**src/rtl/id_hazard_scoreboard_pkg.sv**
```systemverilog
// id_hazard_scoreboard_pkg: shared widths, zero-register index and tracking entry type
package id_hazard_scoreboard_pkg;

    localparam int AW = 5;
    localparam int DW = 32;
    localparam logic [AW-1:0] ZERO_REG = '0;

    typedef struct packed {
        logic          v;
        logic          we;
        logic [AW-1:0] dest;
        logic          ld;
    } entry_t;

endpackage

```
**src/rtl/id_hazard_scoreboard_hz_src_match.sv**
```systemverilog
// hz_src_match: resolves one source operand against the downstream destination entries
module hz_src_match
    import id_hazard_scoreboard_pkg::*;
#(
    parameter int DW     = 32,
    parameter int AW     = 5,
    parameter int NSTG   = 3,
    parameter int LD_STG = 1
) (
    input  logic               en_i,
    input  logic [AW-1:0]      addr_i,
    input  logic [DW-1:0]      rdata_i,
    input  entry_t [NSTG-1:0]  ent_i,
    input  logic [NSTG*DW-1:0] stg_data_i,
    output logic [DW-1:0]      value_o,
    output logic               not_ready_o
);

    logic [NSTG-1:0] hit;

    for (genvar i = 0; i < NSTG; i++) begin : g_hit
        assign hit[i] = en_i && (addr_i != ZERO_REG) && ent_i[i].v && ent_i[i].we
                        && (ent_i[i].dest == addr_i);
    end

    // scan oldest to youngest so the youngest matching stage has the final say
    always_comb begin
        value_o     = rdata_i;
        not_ready_o = 1'b0;
        for (int i = NSTG - 1; i >= 0; i--) begin
            if (hit[i]) begin
                value_o     = stg_data_i[i*DW +: DW];
                not_ready_o = ent_i[i].ld && (i < LD_STG);
            end
        end
    end

endmodule

```
**src/rtl/id_hazard_scoreboard.sv**
```systemverilog
// id_hazard_scoreboard: ID pipeline register, downstream destination tracking, forwarding and hazard stall
module id_hazard_scoreboard
    import id_hazard_scoreboard_pkg::*;
#(
    parameter int PW     = 64,
    parameter int DW     = 32,
    parameter int AW     = 5,
    parameter int NSRC   = 3,
    parameter int NSTG   = 3,
    parameter int LD_STG = 1
) (
    input  logic               clk,
    input  logic               reset,
    input  logic               if_valid,
    input  logic [PW-1:0]      if_data,
    output logic               id_allow_in,
    output logic               id_valid,
    output logic [PW-1:0]      id_data,
    output logic               id_to_ex_valid,
    input  logic               ex_allow_in,
    input  logic               br_flush,
    input  logic               flush_all,
    input  logic [NSRC-1:0]    id_src_en,
    input  logic [NSRC*AW-1:0] id_src_addr,
    input  logic [AW-1:0]      id_dest,
    input  logic               id_we,
    input  logic               id_is_load,
    input  logic [NSRC*DW-1:0] rf_rdata,
    input  logic [NSTG-1:0]    stg_adv,
    input  logic [NSTG*DW-1:0] stg_data,
    output logic [NSRC*DW-1:0] src_value,
    output logic               hz_stall,
    output logic [31:0]        stall_cnt
);

    entry_t [NSTG-1:0] ent_q, ent_d;
    entry_t            new_ent;
    logic              id_valid_q, id_valid_d;
    logic [PW-1:0]     id_data_q, id_data_d;
    logic [31:0]       stall_cnt_q, stall_cnt_d;
    logic [NSRC-1:0]   not_ready;
    logic              ready_go;
    logic              id_fire;

    for (genvar s = 0; s < NSRC; s++) begin : g_src
        hz_src_match #(
            .DW     (DW),
            .AW     (AW),
            .NSTG   (NSTG),
            .LD_STG (LD_STG)
        ) u_match (
            .en_i        (id_src_en[s]),
            .addr_i      (id_src_addr[s*AW +: AW]),
            .rdata_i     (rf_rdata[s*DW +: DW]),
            .ent_i       (ent_q),
            .stg_data_i  (stg_data),
            .value_o     (src_value[s*DW +: DW]),
            .not_ready_o (not_ready[s])
        );
    end

    assign hz_stall       = id_valid_q & (|not_ready);
    assign ready_go       = id_valid_q & ~hz_stall;
    assign id_to_ex_valid = ready_go;
    assign id_allow_in    = ~id_valid_q | (ready_go & ex_allow_in);
    assign id_fire        = ready_go & ex_allow_in;
    assign id_valid       = id_valid_q;
    assign id_data        = id_data_q;
    assign stall_cnt      = stall_cnt_q;
    assign new_ent        = '{v: 1'b1, we: id_we, dest: id_dest, ld: id_is_load};

    // ID register next state: flushes kill the slot, otherwise refill when allowed
    always_comb begin
        id_valid_d  = (flush_all | br_flush) ? 1'b0 : id_allow_in ? if_valid : id_valid_q;
        id_data_d   = (if_valid & id_allow_in) ? if_data : id_data_q;
        stall_cnt_d = stall_cnt_q + {31'd0, hz_stall};
    end

    // tracking entries shift with their stages; an issued instruction enters EX unless globally flushed
    always_comb begin
        ent_d    = ent_q;
        ent_d[0] = id_fire ? new_ent : stg_adv[0] ? '0 : ent_q[0];
        for (int i = 1; i < NSTG; i++) begin
            ent_d[i] = stg_adv[i-1] ? ent_q[i-1] : stg_adv[i] ? '0 : ent_q[i];
        end
        if (flush_all) ent_d = '0;
    end

    // state registers with synchronous reset
    always_ff @(posedge clk) begin
        if (reset) begin
            id_valid_q  <= 1'b0;
            id_data_q   <= '0;
            ent_q       <= '0;
            stall_cnt_q <= '0;
        end else begin
            id_valid_q  <= id_valid_d;
            id_data_q   <= id_data_d;
            ent_q       <= ent_d;
            stall_cnt_q <= stall_cnt_d;
        end
    end

endmodule

```
**config.mk**
```make
export PLATFORM = sky130hd
export DESIGN_NAME = id_hazard_scoreboard
export DESIGN_NICKNAME = d
export VERILOG_FILES = /design/src/rtl/id_hazard_scoreboard_pkg.sv /design/src/rtl/id_hazard_scoreboard_hz_src_match.sv /design/src/rtl/id_hazard_scoreboard.sv
export SDC_FILE = /design/constraint.sdc
export NUM_CORES = 1
export LEC_CHECK = 0
export BUFFER_PORTS_ARGS = -buffer_cell sky130_fd_sc_hd__buf_2
export CORE_AREA = 8 8 185 187
export CTS_CLUSTER_SIZE = 16
export DETAILED_ROUTE_END_ITERATION = 10
export DIE_AREA = 0 0 193 195
export PLACE_DENSITY_LB_ADDON = 0.25
export SETUP_SLACK_MARGIN = 0.3
export SKIP_LAST_GASP = 1
export SYNTH_ARGS = -nofsm -noshare
export SYNTH_HDL_FRONTEND = slang
export SYNTH_SLANG_ARGS = --single-unit
```
**constraint.sdc**
```tcl
create_clock -name clk -period 6.8 [get_ports clk]
set_input_delay 0.68 -clock clk [delete_from_list [all_inputs] [get_ports clk]]
set_output_delay 0.68 -clock clk [all_outputs]
set_load 0.1 [all_outputs]
```
==> impl_metrics.tcl <==
set metrics [dict create \
    outcome "complete, no violations" \
    synth_area_per_cell_um2 7.71 \
    h-tree-depth 4 \
    clock-sinks 119 \
    placed_cell_area_um2 11300 \
    holdBufCountCts 0 \
    ioPinCount 486 \
    end_kind "output pin" \
    ys_types 45 \
    stdcell_area_um2 11900 \
    rows 65 \
    initial_core_util_pct 27.7 \
    viasPerCell 5.32 \
    skew_ps 9.65 \
    ir_drop_mv 0.178 \
    synthXorXnorAreaFrac_pct 7.08 \
    netlist_instances 1123 \
    vias 10500 \
    syn_nets 1415 \
    cts_buffers 17 \
    synth_seq_cells 119 \
    clock_path_buffers 2 \
    rr_startpoint "ent_q[3]$_SDFFE_PP0P_" \
    slew_viol_final 0 \
    ctsResizeCount 0 \
    whs_path_depth 2 \
    fin_util_pct 38.2 \
    slew_headroom_pct 22.9 \
    antenna_found_initial 21 \
    finalPower_mw 2.41 \
    grt-ovfl-total 0 \
    final-seq-area_um2 2380 \
    post-route-period-util_pct 69.4 \
    start_kind "input port" \
    p_per_area_nw_per_um2 202 \
    synth_mux_area_share_pct 8.20 \
    crit_start "id_src_addr[11]" \
    placedCellCount 1922 \
    synth_warnings 0 \
    dieArea_um2 37600 \
    drc 0 \
    core_area_um2 31200 \
    die_w_um 193 \
    synth-adder-area-share_pct 0.289 \
    grt_max_degree 119 \
    hp-start "br_flush" \
    fillers 3266 \
    multi_input_area_um2 5830 \
    grt_util_all_layers_pct 21.8 \
    clkTransAtPathRegs_ps 50 \
    ys.flop_type "dfxtp_1" \
    root_buffer "clkbuf_16" \
    layout-drive-gt1-share_pct 35.4 \
    first_pass_iters 5 \
    min_period_ps 4720 \
    layout-area-overhead-vs-synth_pct 37.8 \
    worst_ep_arrival_time_ps 4040 \
    ff2ff_path_depth 11 \
    fmax_ghz 0.212 \
    routedWlPerCell_um 22.1 \
    synth_compound_area_share_pct 22.9 \
    hold_class "in -> reg" \
    hold_viol 0 \
    grt_pass1_wl_mm 64.2 \
    synthSimpleGateAreaFrac_pct 28.1 \
    power_leakage_nw 5.25 \
    tightest_slew_ps 1160 \
    synth_edf_count 0 \
    finalSetupViolCount 0 \
    final_cells 1970 \
    die_h_um 195 \
    rsz0062_at_grt "no" \
    ys_seq_area_share_pct 27.5 \
    syn_area_um2 8660 \
    initialDrtViolationCount 624 \
    portBuffers 485 \
    tns_ps 0 \
    critical_path_class "in -> out" \
    insertion_delay_ps 410 \
    routed_wl_mm 43.6 \
    cap_violations 0 \
    final_nets 1831 \
    routabilityCongestion 0.914 \
    post_cts_buffers 0 \
    antenna_left 0 \
    async_reset_ff_share_pct 0 \
    dp_hpwl_mm 33.2 \
    critPathMaxFanout 23 \
    synth_top_family_by_area "simple AND/OR/NAND/NOR gates" \
    crit_required_ps 6120 \
    grt_pass1_vias 10500 \
    cts_tree "done" \
]
## critical path, stage by stage
cell	delay [ps]
buf_2	130
or4_1	580
o2111ai_1	340
or3_1	930
buf_4	340
a221oi_1	110
o31ai_1	390
buf_2	500
## sequential cells by signal, summed over array words and instances (netlist names)
| register | flops |
|---|---|
| ent_q | 22 |
| id_data | 64 |
| id_valid | 1 |
| stall_cnt | 32 |
## Yosys cell counts (all sizes together), types with 12 or more instances
master  count  area share [%]
a21oi      20             1.2
a221oi     96             9.7
and3       36             2.6
buf        18             1.8
clkbuf     89             3.9
dfxtp     119              27
mux2i      71             8.2
nand2     117             5.1
nand2b    128             9.2
nand4      17             1.2
nor2       73             3.2
nor3       12            0.69
nor3b      14             1.2
o21ai     138             8.2
o31ai      32             2.8
xnor2      57             5.8
xor2       13             1.3
## worst paths after layout
| kind | end | slack, ps |
|---|---|---|
| max | src_value[78] | 2080 |
| min | id_valid$_SDFFE_PP0P_ | 440 |
| max reg2reg | stall_cnt[28]$_SDFF_PP0_ | 3240 |
| min reg2reg | id_data[6]$_SDFFE_PP0P_ | 470 |
## placed cells by master (no fill, tap or decap), drive strengths merged, types with 3 or more instances in the layout
| cell type | Yosys | routed |
|---|---|---|
| xnor2 | 57 | 57 |
| and4 | 3 | 3 |
| o21ai | 138 | 138 |
| inv | 5 | 5 |
| dfxtp | 119 | 119 |
| nand2 | 117 | 117 |
| nand4 | 17 | 17 |
| nand2b | 128 | 128 |
| nor3 | 12 | 12 |
| or4 | 8 | 8 |
| nor2b | 5 | 5 |
| nor4 | 10 | 10 |
| a21oi | 20 | 20 |
| nor2 | 73 | 73 |
| nor3b | 14 | 14 |
| buf | 18 | 504 |
| and3 | 36 | 36 |
| o31ai | 32 | 32 |
| a221oi | 96 | 96 |
| bufinv | 0 | 3 |
| nand3 | 11 | 11 |
| mux2i | 71 | 71 |
| clkbuf | 89 | 23 |
| clkinvlp | 0 | 3 |
| diode | 0 | 17 |
| or3 | 8 | 8 |
| nand3b | 7 | 7 |
| xor2 | 13 | 13 |
## cell type report
class	instances	area share, %
Multi-Input combinational cell	892	48.8
Timing Repair Buffer	504	21.5
Sequential cell	119	20.0
Tap cell	402	4.21
Clock buffer	23	3.92
Clock inverter	8	1.03
Antenna cell	17	0.356
Inverter	5	0.157
## cells by family after synthesis
| kind of cell | Yosys count |
|---|---|
| buffers and inverters | 112 |
| adders and majority gates | 2 |
| DFF | 119 |
| AOI/OAI and AO/OA | 294 |
| muxes | 71 |
| and+or+nand+nor | 455 |
| xor gates and xnor gates | 70 |
## through the flow
step	hold slack (ps)	setup slack [ps]
6_report	435	2080
5_1_grt	412	2070
4_1_cts	407	2190
3_5_place_dp	458	2200
3_3_place_gp	455	2200
2_1_floorplan	490	1830
## routing by layer
metal,track usage (%),part of all wire (%)
met5,0,0.21
met4,11.1,4.2
met3,8.04,11
met2,35.5,46
met1,24.8,38
## report_power, final
group          total (mW)  internal [mW]  switching (mW)  leakage, nW
registers           0.741          0.726          0.0152        0.973
clock network       0.907          0.592           0.315        0.279
logic               0.759          0.176           0.583         3.99
(Power assumes the default switching activity.)
